$ cat config.mk
export PLATFORM = sky130hd
export DESIGN_NAME = letter_entry_encoder
export DESIGN_NICKNAME = d
export VERILOG_FILES = /design/src/rtl/letter_entry_encoder.sv
export SDC_FILE = /design/constraint.sdc
export NUM_CORES = 1
export LEC_CHECK = 0
export CORE_MARGIN = 4
export CORE_UTILIZATION = 60
export CTS_BUF_LIST = sky130_fd_sc_hd__clkbuf_2
export DETAILED_ROUTE_END_ITERATION = 10
export GPL_TIMING_DRIVEN = 0
export PLACE_DENSITY_LB_ADDON = 0.1
export RECOVER_POWER = 100
export REMOVE_ABC_BUFFERS = 1
export SETUP_SLACK_MARGIN = 0.5
export SLEW_MARGIN = 25
export SYNTH_ARGS = -nofsm -noshare
export SYNTH_HDL_FRONTEND = slang
export SYNTH_SLANG_ARGS = --single-unit
$ cat constraint.sdc
create_clock -name CLK -period 3.5 [get_ports CLK]
set_clock_uncertainty 0.15 [all_clocks]
set_input_delay 1.05 -clock CLK [delete_from_list [all_inputs] [get_ports CLK]]
set_output_delay 1.05 -clock CLK [all_outputs]
set_load 0.05 [all_outputs]
$ cat src/rtl/letter_entry_encoder.sv
`default_nettype none
// ============================================================================
// Module   : letter_entry_encoder
// Purpose  : Push-button letter selector (A=0..Z=25) with debounced UP/DOWN
//            scrolling and a valid/ready commit of the selection on ENTER.
//            Define AUTO_REPEAT_EN to add hold-to-repeat on UP/DOWN.
// Revision : 1.0 - initial release
// ============================================================================
module letter_entry_encoder #(
    parameter int DEBOUNCE_CYCLES = 500000,
    parameter int REPEAT_DELAY    = 50000000,
    parameter int REPEAT_PERIOD   = 15000000
) (
    input  logic       CLK,
    input  logic       RST,
    input  logic       BTN_UP,
    input  logic       BTN_DOWN,
    input  logic       BTN_ENTER,
    output logic [4:0] LET,
    output logic [4:0] LET_OUT,
    output logic       LET_VALID,
    input  logic       LET_READY,
    output logic       BUSY
);

    localparam int         c_DB_W    = $clog2(DEBOUNCE_CYCLES + 1);
    localparam logic [4:0] c_LET_MAX = 5'd25;
    localparam int         c_UP      = 0;
    localparam int         c_DN      = 1;
    localparam int         c_EN      = 2;

    typedef enum logic [0:0] {
        ST_IDLE = 1'b0,
        ST_HOLD = 1'b1
    } state_t;

    logic [2:0] w_raw;
    logic [2:0] w_level;
    logic [2:0] w_press;
    logic       w_up;
    logic       w_dn;
    logic       w_unused;

    assign w_raw = {BTN_ENTER, BTN_DOWN, BTN_UP};

    // Per button: 2-flop synchronizer, debounce counter, rising-edge press pulse.
    genvar gi;
    generate
        for (gi = 0; gi < 3; gi++) begin : g_btn
            logic              r_meta;
            logic              r_sync;
            logic              r_level;
            logic              r_level_d;
            logic              r_press;
            logic [c_DB_W-1:0] r_cnt;

            always_ff @(posedge CLK or posedge RST) begin
                if (RST) begin
                    r_meta    <= 1'b0;
                    r_sync    <= 1'b0;
                    r_level   <= 1'b0;
                    r_level_d <= 1'b0;
                    r_press   <= 1'b0;
                    r_cnt     <= '0;
                end else begin
                    r_meta    <= w_raw[gi];
                    r_sync    <= r_meta;
                    r_level_d <= r_level;
                    r_press   <= r_level & ~r_level_d;
                    if (r_sync == r_level) begin
                        r_cnt <= '0;
                    end else if (r_cnt == c_DB_W'(DEBOUNCE_CYCLES - 1)) begin
                        r_level <= ~r_level;
                        r_cnt   <= '0;
                    end else begin
                        r_cnt <= r_cnt + c_DB_W'(1);
                    end
                end
            end

            assign w_level[gi] = r_level;
            assign w_press[gi] = r_press;
        end
    endgenerate

`ifdef AUTO_REPEAT_EN
    localparam int c_RP_W = $clog2(REPEAT_DELAY + 1);

    logic [1:0] w_step;

    // Hold counter: after the first repeat it reloads so later repeats come
    // every REPEAT_PERIOD cycles (assumes REPEAT_PERIOD <= REPEAT_DELAY).
    generate
        for (gi = 0; gi < 2; gi++) begin : g_rep
            logic              w_only;
            logic [c_RP_W-1:0] r_hold;

            assign w_only = w_level[gi] & ~w_level[1-gi];

            always_ff @(posedge CLK or posedge RST) begin
                if (RST) begin
                    r_hold <= '0;
                end else if (w_press[gi]) begin
                    r_hold <= c_RP_W'(1);
                end else if (!w_only) begin
                    r_hold <= '0;
                end else if (r_hold == c_RP_W'(REPEAT_DELAY)) begin
                    r_hold <= c_RP_W'(REPEAT_DELAY - REPEAT_PERIOD + 1);
                end else begin
                    r_hold <= r_hold + c_RP_W'(1);
                end
            end

            assign w_step[gi] = w_only & ~w_press[gi] &
                                (r_hold == c_RP_W'(REPEAT_DELAY));
        end
    endgenerate

    assign w_up     = w_press[c_UP] | w_step[c_UP];
    assign w_dn     = w_press[c_DN] | w_step[c_DN];
    assign w_unused = w_level[c_EN];
`else
    assign w_up     = w_press[c_UP];
    assign w_dn     = w_press[c_DN];
    assign w_unused = (^w_level) ^ (REPEAT_PERIOD > REPEAT_DELAY);
`endif

    logic [4:0] r_let;
    logic [4:0] r_let_out;
    state_t     r_state;
    state_t     w_state_next;
    logic       w_capture;

    always_ff @(posedge CLK or posedge RST) begin
        if (RST) begin
            r_let <= 5'd0;
        end else if (w_up && !w_dn) begin
            r_let <= (r_let == c_LET_MAX) ? 5'd0 : r_let + 5'd1;
        end else if (w_dn && !w_up) begin
            r_let <= (r_let == 5'd0) ? c_LET_MAX : r_let - 5'd1;
        end
    end

    always_ff @(posedge CLK or posedge RST) begin
        if (RST) begin
            r_state   <= ST_IDLE;
            r_let_out <= 5'd0;
        end else begin
            r_state <= w_state_next;
            if (w_capture) begin
                r_let_out <= r_let;
            end
        end
    end

    // Enter pulses arriving in HOLD are dropped rather than queued.
    always_comb begin
        w_state_next = r_state;
        w_capture    = 1'b0;
        case (r_state)
            ST_IDLE: begin
                if (w_press[c_EN]) begin
                    w_capture    = 1'b1;
                    w_state_next = ST_HOLD;
                end
            end
            ST_HOLD: begin
                if (LET_READY) begin
                    w_state_next = ST_IDLE;
                end
            end
            default: w_state_next = ST_IDLE;
        endcase
    end

    assign LET       = r_let;
    assign LET_OUT   = r_let_out;
    assign LET_VALID = (r_state == ST_HOLD);
    assign BUSY      = (r_state == ST_HOLD);

endmodule
`default_nettype wire

==> flow_metrics.env <==
export IMPL_diodes=0
export IMPL_tns_ns=0
export IMPL_grt_pass1_wl_um=12530
export IMPL_cts_buffers=9
export IMPL_grt_start_max_net_pins=50
export IMPL_dr_wl_met3_um=243
export IMPL_yosys_warnings=0
export IMPL_clock_latency_ns=0.51
export IMPL_final_hold_viol_count=0
export IMPL_synth_edf_count=0
export IMPL_yosysSeqAreaShare=0.5248
export IMPL_met2WireLength_um=3428
export IMPL_port_buffers=17
export IMPL_core_mm2=0.006386
export IMPL_synthDistinctLibCells=47
export IMPL_post_cts_buffers=0
export IMPL_io_pins=18
export IMPL_cp_slowest_cell="o21ai_1"
export IMPL_die_h_um=89.22
export IMPL_ant_nets=0
export IMPL_slew_viol_final=35
export IMPL_grtUsageTotal=0.2018
export IMPL_power_density_mw_per_mm2=372.0
export IMPL_synth_seq_cells=83
export IMPL_cp_start_kind="flop"
export IMPL_start_util=0.6197
export IMPL_wl_met1_um=3259
export IMPL_crit_fanout=18
export IMPL_cts_sinks=83
export IMPL_arrival_ns=3.18
export IMPL_antenna_found_initial=0
export IMPL_end_kind="flop"
export IMPL_max_stage_delay_ns=0.95
export IMPL_slew_headroom=-0.04777
export IMPL_worst_slew_pin_slew_ns=1.563
export IMPL_cts_buffer_depth=2
export IMPL_cts_max_level=3
export IMPL_synth_avg_cell_area_um2=10.25
export IMPL_hold_class="flop to flop"
export IMPL_grt_overflow=0
export IMPL_layout_commonest_cell="dfrtp_1"
export IMPL_viasPerCell=5.837
export IMPL_syn_inst=386
export IMPL_outcome="finished with violations"
export IMPL_p_leak_nw=1.803
export IMPL_maxUsedRoutingLayer="met4"
export IMPL_dr_first_iter_drc_count=147
export IMPL_synthesis_area_mm2=0.003958
export IMPL_async_flop_share=1.000
export IMPL_setup_viol=0
export IMPL_routed_wl_um=7026
export IMPL_drtPass1Iterations=5
export IMPL_min_period_ns=2.991
export IMPL_clock_fmax_mhz=334.3
export IMPL_violations="capacitance limit, slew limit"
export IMPL_fin_util=0.6659
export IMPL_period_share=0.8546
export IMPL_grt_pass1_vias=2741
export IMPL_drv_cap=1
export IMPL_cp_required_ns=3.69
export IMPL_routedWlPerCell_um=14.46
export IMPL_gp_congestion=0.8682
export IMPL_die_x_um=89.22
export IMPL_dieArea_mm2=0.007959
export IMPL_hpwl_um=4850
export IMPL_peakVddDrop_uv=265.6
export IMPL_rsz0062_at_grt="no"
export IMPL_cts_hold_buf=0
export IMPL_root_buffer="clkbuf_2"
export IMPL_area_growth_pct=7.461
export IMPL_final_cell_mix="83 x dfrtp_1, 55 x nor2_1, 24 x xnor2_1"
export IMPL_nNetsFinal=418
export IMPL_cts_clk_slew_worst_paths_ns=0.21
export IMPL_crit_chain="or4b_1 -> or4_1 -> o21ai_1 -> nor2_1"
export IMPL_cts_tree="yes"
export IMPL_drcViolationCount=0
export IMPL_dr_total_vias=2837
export IMPL_worstSetupPathType="flop to flop"
export IMPL_layout_drive_gt1_share=0.07335
export IMPL_synthFlopType="dfrtp_1"
export IMPL_num_rows=29
[layer usage]
metal	track usage	vias to the layer above
met5	0	-
met4	0.07307	0
met3	0.03871	9
met2	0.3228	48
met1	0.2762	1373
li1	-	1407
[per-stage QoR]
step | power (mW) | cells | worst slack, ns | hold slack (ns) | area [um^2]
floorplan | 1.037 | 376 | 0.1632 | 0.1812 | 3901
global placement | 1.054 | 470 | -1.086 | 0.1991 | 4168
detailed placement | 1.060 | 471 | 0.8906 | 0.2016 | 4202
CTS | 1.606 | 486 | 0.5398 | 0.2398 | 4319
global route | 1.660 | 486 | 0.3526 | 0.2466 | 4253
finish | 1.582 | 486 | 0.5088 | 0.2390 | 4253
[where the power goes]
part | internal (mW) | switching (mW)
Sequential | 0.972 | 0.0124
Combinational | 0.0173 | 0.0370
Clock | 0.240 | 0.303
Total | 1.23 | 0.353
[worst max-delay path, delay by kind of cell (launching register included)]
family,cells,cell delay (ns)
compound gates,1,0.95
flops,1,0.50
simple gates,3,1.22
[flip-flops by register name (all words and copies together), names as in the netlist]
signal           cells
LET_OUT              5
g_btn.r_level        3
g_btn.r_press        3
g_btn.r_meta         3
g_btn.r_cnt         57
g_btn.r_sync         3
BUSY                 1
g_btn.r_level_d      3
LET                  5
[path summary, 6_finish.rpt]
kind	to	depth (start not counted)	startpoint	slack [ns]
max	g_btn[2].r_cnt[16]$_DFF_PP0_	4	g_btn[2].r_cnt[5]$_DFF_PP0_	0.51
min	g_btn[1].r_sync$_DFF_PP0_	0	g_btn[1].r_meta$_DFF_PP0_	0.24
max reg2reg	g_btn[2].r_cnt[16]$_DFF_PP0_	4	g_btn[2].r_cnt[5]$_DFF_PP0_	0.51
min reg2reg	g_btn[1].r_sync$_DFF_PP0_	0	g_btn[1].r_meta$_DFF_PP0_	0.24
max in group asynchronous	g_btn[2].r_sync$_DFF_PP0_	3	RST	1.18
min in group asynchronous	g_btn[0].r_cnt[17]$_DFF_PP0_	2	RST	1.18
[Yosys cell counts, types with 3 or more instances]
| master | n | share of area |
|---|---|---|
| a21oi_1 | 18 | 0.023 |
| and2_1 | 4 | 0.0063 |
| mux2_2 | 6 | 0.017 |
| clkbuf_1 | 6 | 0.0057 |
| ha_1 | 7 | 0.022 |
| o31ai_1 | 3 | 0.0057 |
| nand3_1 | 19 | 0.024 |
| nor2b_1 | 4 | 0.0063 |
| and4_1 | 5 | 0.011 |
| nor4_1 | 10 | 0.016 |
| nand4_1 | 20 | 0.032 |
| nor3_1 | 8 | 0.010 |
| xor2_1 | 19 | 0.042 |
| dfrtp_1 | 83 | 0.52 |
| nand2_1 | 23 | 0.022 |
| or2_2 | 4 | 0.0063 |
| nor2_1 | 55 | 0.052 |
| xnor2_1 | 24 | 0.053 |
| o21ai_0 | 11 | 0.014 |
| or4_1 | 4 | 0.0076 |
| or3_1 | 5 | 0.0079 |
| or4b_1 | 3 | 0.0076 |
| inv_1 | 14 | 0.013 |
[cell type report]
type | count | area, um^2
multi-input cells | 279 | 1753
inverters | 14 | 53.80
flip-flops and latches | 83 | 2077
well taps | 77 | 96.34
clock buffers | 12 | 60.06
repair buffers | 18 | 148.9
fillers | 539 | 2133
clock inverters | 3 | 63.81
[cell families (layout without fill, tap and decap cells)]
family,after synthesis,in the layout,synth area share
AO/OA/AOI/OAI,45,45,0.07399
XOR/XNOR,43,43,0.09516
adder cells (fa/ha/maj),7,7,0.02213
buffers and inverters,24,47,0.02750
flip-flops,83,83,0.5248
multiplexers,7,7,0.01960
AND/OR/NAND/NOR,177,177,0.2368
[timing repair]
action	CTS	global route
setup endpoints to repair	5	7
hold endpoints to repair	0	0
resized for setup	5	8
(Power assumes the default switching activity.)
==> patch 1, RTL diff (config.mk and constraints unchanged) <==
Change the parameter `DEBOUNCE_CYCLES` from 500000 to 1000000.
--- a/src/rtl/letter_entry_encoder.sv
+++ b/src/rtl/letter_entry_encoder.sv
@@ -7,7 +7,7 @@
 // Revision : 1.0 - initial release
 // ============================================================================
 module letter_entry_encoder #(
-    parameter int DEBOUNCE_CYCLES = 500000,
+    parameter int DEBOUNCE_CYCLES = 1000000,
     parameter int REPEAT_DELAY    = 50000000,
     parameter int REPEAT_PERIOD   = 15000000
 ) (
Check against the original RTL: no difference found for any inputs over 10 cycles, from zero or initial values and one cycle with RST high; that may be too few to reach the edited logic, so the function may still have changed.
==> patch 1 against the unedited design <==
  * The run still ends with max-capacitance violations, max-slew violations left
  * Largest power group unchanged
  * Power grew 8.6%
  * Critical path depth unchanged
  * Cell area up 5.1%
  * Synthesized area up 4.7%
  * Setup slack gained 11 ps
  * Sequential cell count increased by 3
  * Fmax rose by 0.38%
  * Wire length rose by 3.8%
  * Die area increased by 4.3%
==> patch 1: results <==
metrics = {
    "clock_network": {
        "root_buffer": "clkbuf_2",
        "post-cts-setup-buffers": 0,
        "cts_buffer_depth": 2,
        "htree_levels": 3,
        "worstSkewPairLatency_ps": 520,
    },
    "cells_and_area": {
        "inverters": 15,
        "fin_cells": 514,
        "multi_input_area_share_pct": 41.3,
        "buf_share_pct": 3.47,
        "multi_input_area_mm2": 0.00185,
        "largest_register_ffs": 60,
        "clk_share_pct": 3.56,
        "layout-drive-gt1-share_pct": 6.68,
        "nMultiInputCombCells": 297,
        "nFillCells": 548,
        "clock_buffers": 10,
        "ff_latch_area_mm2": 0.00215,
        "nets": 442,
    },
    "drt": {
        "wl_per_cell_um": 14.2,
        "wl_met1_mm": 3.37,
        "wl_met3_um": 282,
        "met2_length_mm": 3.53,
        "via_count": 3055,
        "drt_iter0_markers": 135,
    },
    "placed_design": {
        "place_inst": 498,
        "placed_cell_area_mm2": 0.00442,
        "dpl.hpwl_mm": 5.02,
        "gp_congestion": 0.793,
    },
    "critical_path": {
        "slowest_delay_ps": 1460,
        "cp_top_family": "compound AO/OA/AOI/OAI gates",
        "cp_max_fo": 19,
    },
    "power_and_ir_drop": {
        "intPower_mw": 1.34,
        "comb_power_share_pct": 3.2,
        "leakagePower_nw": 1.87,
        "ir_drop_mv": 0.339,
    },
    "status": {
        "status": "finished, violations left",
        "failed_checks": "max-capacitance violations, max-slew violations",
    },
    "synth": {
        "synth.top_cells.by_count": "dfrtp_1 (86), nor2_1 (44), a21oi_1 (27)",
        "synth_adder_area_share_pct": 2.11,
        "synthMuxAreaShare_pct": 2.08,
        "synth_compound_area_share_pct": 8.94,
        "synth_xor_area_share_pct": 7.82,
        "synth_area_leaders": "dfrtp_1 (52%), xor2_1 (4.2%), nor2_1 (4.0%)",
        "avgSynthCellArea_um2": 9.98,
        "ys_seq_elements": 86,
        "synth_cell_type_count": 43,
        "seq_area_frac_synth_pct": 51.9,
    },
    "sta": {
        "worst_hold_slack_ps": 228,
        "worst_slew_pin_slew_ps": 1790,
        "drv_slew": 61,
    },
    "grt": {
        "met2_usage_pct": 32.1,
        "grt_pass1_wl_mm": 13.4,
        "grt_antenna_before_repair": 0,
        "grt_start_max_net_pins": 47,
        "grt.met3_usage_pct": 4.64,
        "grtUsageTotal_pct": 19.7,
        "grt_util_met1_pct": 25.9,
    },
    "floorplanning": {
        "dieArea_mm2": 0.00830,
    },
    "run": {
        "cap_violations": 2,
    },
}
patch 1: cell count changes after synthesis, sizes merged, moves of 6 or more:
cell | before | now
nor2 | 55 | 44
a21oi | 18 | 27
or3 | 5 | 14
and3 | 2 | 9
nand3 | 19 | 26
o31ai | 3 | 10
xnor2 | 24 | 17
clkbuf | 6 | 12
patch 1: metrics by stage:
step	setup WS (ps)	TNS [ps]	total power, mW
2_1_floorplan	78.2	0	1.07
3_3_place_gp	-1210	-104020	1.09
3_5_place_dp	926	0	1.10
4_1_cts	514	0	1.75
5_1_grt	268	0	1.80
6_report	520	0	1.72
patch 1: path summary, 6_finish.rpt:
kind                                        start                 end
worst max-delay path            g_btn[2].r_cnt[0]   g_btn[2].r_cnt[6]
worst min-delay path              g_btn[0].r_meta     g_btn[0].r_sync
worst max register to register  g_btn[2].r_cnt[0]   g_btn[2].r_cnt[6]
worst min register to register    g_btn[0].r_meta     g_btn[0].r_sync
max in group asynchronous                     RST     g_btn[1].r_sync
min in group asynchronous                     RST  g_btn[2].r_cnt[11]
==> patch 2, RTL diff (same flow settings) <==
Without the edit above. Add an input register stage for `BTN_ENTER`, with the module's reset; this delays it by one clock. The other inputs are not delayed to match.
--- a/src/rtl/letter_entry_encoder.sv
+++ b/src/rtl/letter_entry_encoder.sv
@@ -34,6 +34,16 @@
         ST_HOLD = 1'b1
     } state_t;
 
+    logic BTN_ENTER_q;
+
+    always_ff @(posedge CLK or posedge RST) begin
+        if (RST) begin
+            BTN_ENTER_q <= '0;
+        end else begin
+            BTN_ENTER_q <= BTN_ENTER;
+        end
+    end
+
     logic [2:0] w_raw;
     logic [2:0] w_level;
     logic [2:0] w_press;
@@ -41,7 +51,7 @@
     logic       w_dn;
     logic       w_unused;
 
-    assign w_raw = {BTN_ENTER, BTN_DOWN, BTN_UP};
+    assign w_raw = {BTN_ENTER_q, BTN_DOWN, BTN_UP};
 
     // Per button: 2-flop synchronizer, debounce counter, rising-edge press pulse.
     genvar gi;
Formal check against the unedited RTL: same outputs for any inputs over 10 cycles, from zero or initial values and one cycle with RST high; that may be too few to reach the edited logic, so the function may still have changed.
==> patch 2 against the unedited design <==
  * The run still ends with max-capacitance violations, max-slew violations left
  * Register-to-register slack better by 70 ps
  * Wire length down 6.0%
  * Power up 2.0%
  * Via count shrank 1.3%
  * Synthesized area is 0.51% lower
  * Setup slack better by 22 ps
  * Count of clock-buffer cells in the layout down 2
  * Cell area rose by 0.68%
  * Sequential cell count grew 1
  * Final cell count increased by 0.82%
  * Global-route usage down 2.0 points
  * Sequential share of layout area is 0.26 points higher
  * Critical path type is now reg2out
  * Largest cell class unchanged
  * Highest routed layer unchanged
==> patch 2: results <==
metrics = {
    "clock_network": {
        "clk_pin_slew_ps": 230,
        "clock_sinks": 84,
    },
    "sta": {
        "layout_min_cycle_time_ps": 2970,
        "drv_slew": 40,
        "maxSlewHeadroom_pct": -19.0,
    },
    "critical_path": {
        "timing.rr.end": "g_btn[0].r_cnt[2]",
        "timing.rr.start": "g_btn[0].r_cnt[6]",
        "cp_top_family": "buffers and inverters",
        "ff2ff_setup_slack_ps": 580,
        "slowest_delay_ps": 870,
        "cp-endpoint": "LET_OUT[2]",
    },
    "power_and_ir_drop": {
        "intPower_mw": 1.24,
        "ir_drop_mv": 0.300,
        "leakagePower_nw": 1.75,
    },
    "synth": {
        "synth_compound_area_share_pct": 6.36,
        "synth_cell_type_count": 40,
        "synth_adder_area_share_pct": 2.22,
        "synth.top_cells.by_count": "dfrtp_1 (84), nor2_1 (57), xnor2_1 (34)",
        "synth_xor_area_share_pct": 9.79,
        "synthMuxAreaShare_pct": 2.70,
        "seq_area_frac_synth_pct": 53.4,
        "synth_area_leaders": "dfrtp_1 (53%), xnor2_1 (7.6%), nor2_1 (5.4%)",
    },
    "placed_design": {
        "placed_cell_area_mm2": 0.00422,
        "place_inst": 474,
        "pre_cts_slack_ps": 941,
    },
    "drt": {
        "wl_met1_mm": 3.19,
        "met2_length_mm": 3.03,
        "drtPass1Iterations": 4,
        "wl_mm": 6.60,
        "wl_met3_um": 259,
        "drt_iter0_markers": 103,
    },
    "cells_and_area": {
        "nMultiInputCombCells": 273,
        "layout-drive-gt1-share_pct": 6.30,
        "clock_buffers": 10,
        "finish.utilization_pct": 67.4,
        "clk_share_pct": 3.21,
        "buf_share_pct": 4.09,
        "multi_input_area_mm2": 0.00169,
    },
    "grt": {
        "grtUsageTotal_pct": 18.1,
        "grt_pass1_vias": 2545,
        "grt_util_met1_pct": 25.7,
        "grt_start_max_net_pins": 46,
    },
    "run": {
        "cap_violations": 1,
    },
    "status": {
        "status": "finished, violations left",
        "failed_checks": "max-capacitance violations, max-slew violations",
    },
}
==> patch 2: power groups by stage <==
stage / Combinational, mW / Sequential [mW] / Clock (mW)
2_1_floorplan: 0.0384 / 1.01 / 0
3_3_place_gp: 0.0540 / 1.01 / 0
3_5_place_dp: 0.0603 / 1.01 / 0
4_1_cts: 0.0608 / 0.996 / 0.583
5_1_grt: 0.0638 / 1.00 / 0.630
6_report: 0.0533 / 0.996 / 0.564
==> patch 2: worst min-delay path by stage <==
stage / endpoint / depth (start not counted) / slack, ps / startpoint
after floorplan: g_btn[0].r_sync / 0 / 180 / g_btn[0].r_meta
after global placement: g_btn[1].r_sync / 0 / 180 / g_btn[1].r_meta
after detailed placement: g_btn[1].r_sync / 0 / 190 / g_btn[1].r_meta
after CTS: g_btn[1].r_sync / 0 / 230 / g_btn[1].r_meta
after global routing: g_btn[1].r_sync / 0 / 240 / g_btn[1].r_meta
final: g_btn[1].r_sync / 0 / 230 / g_btn[1].r_meta
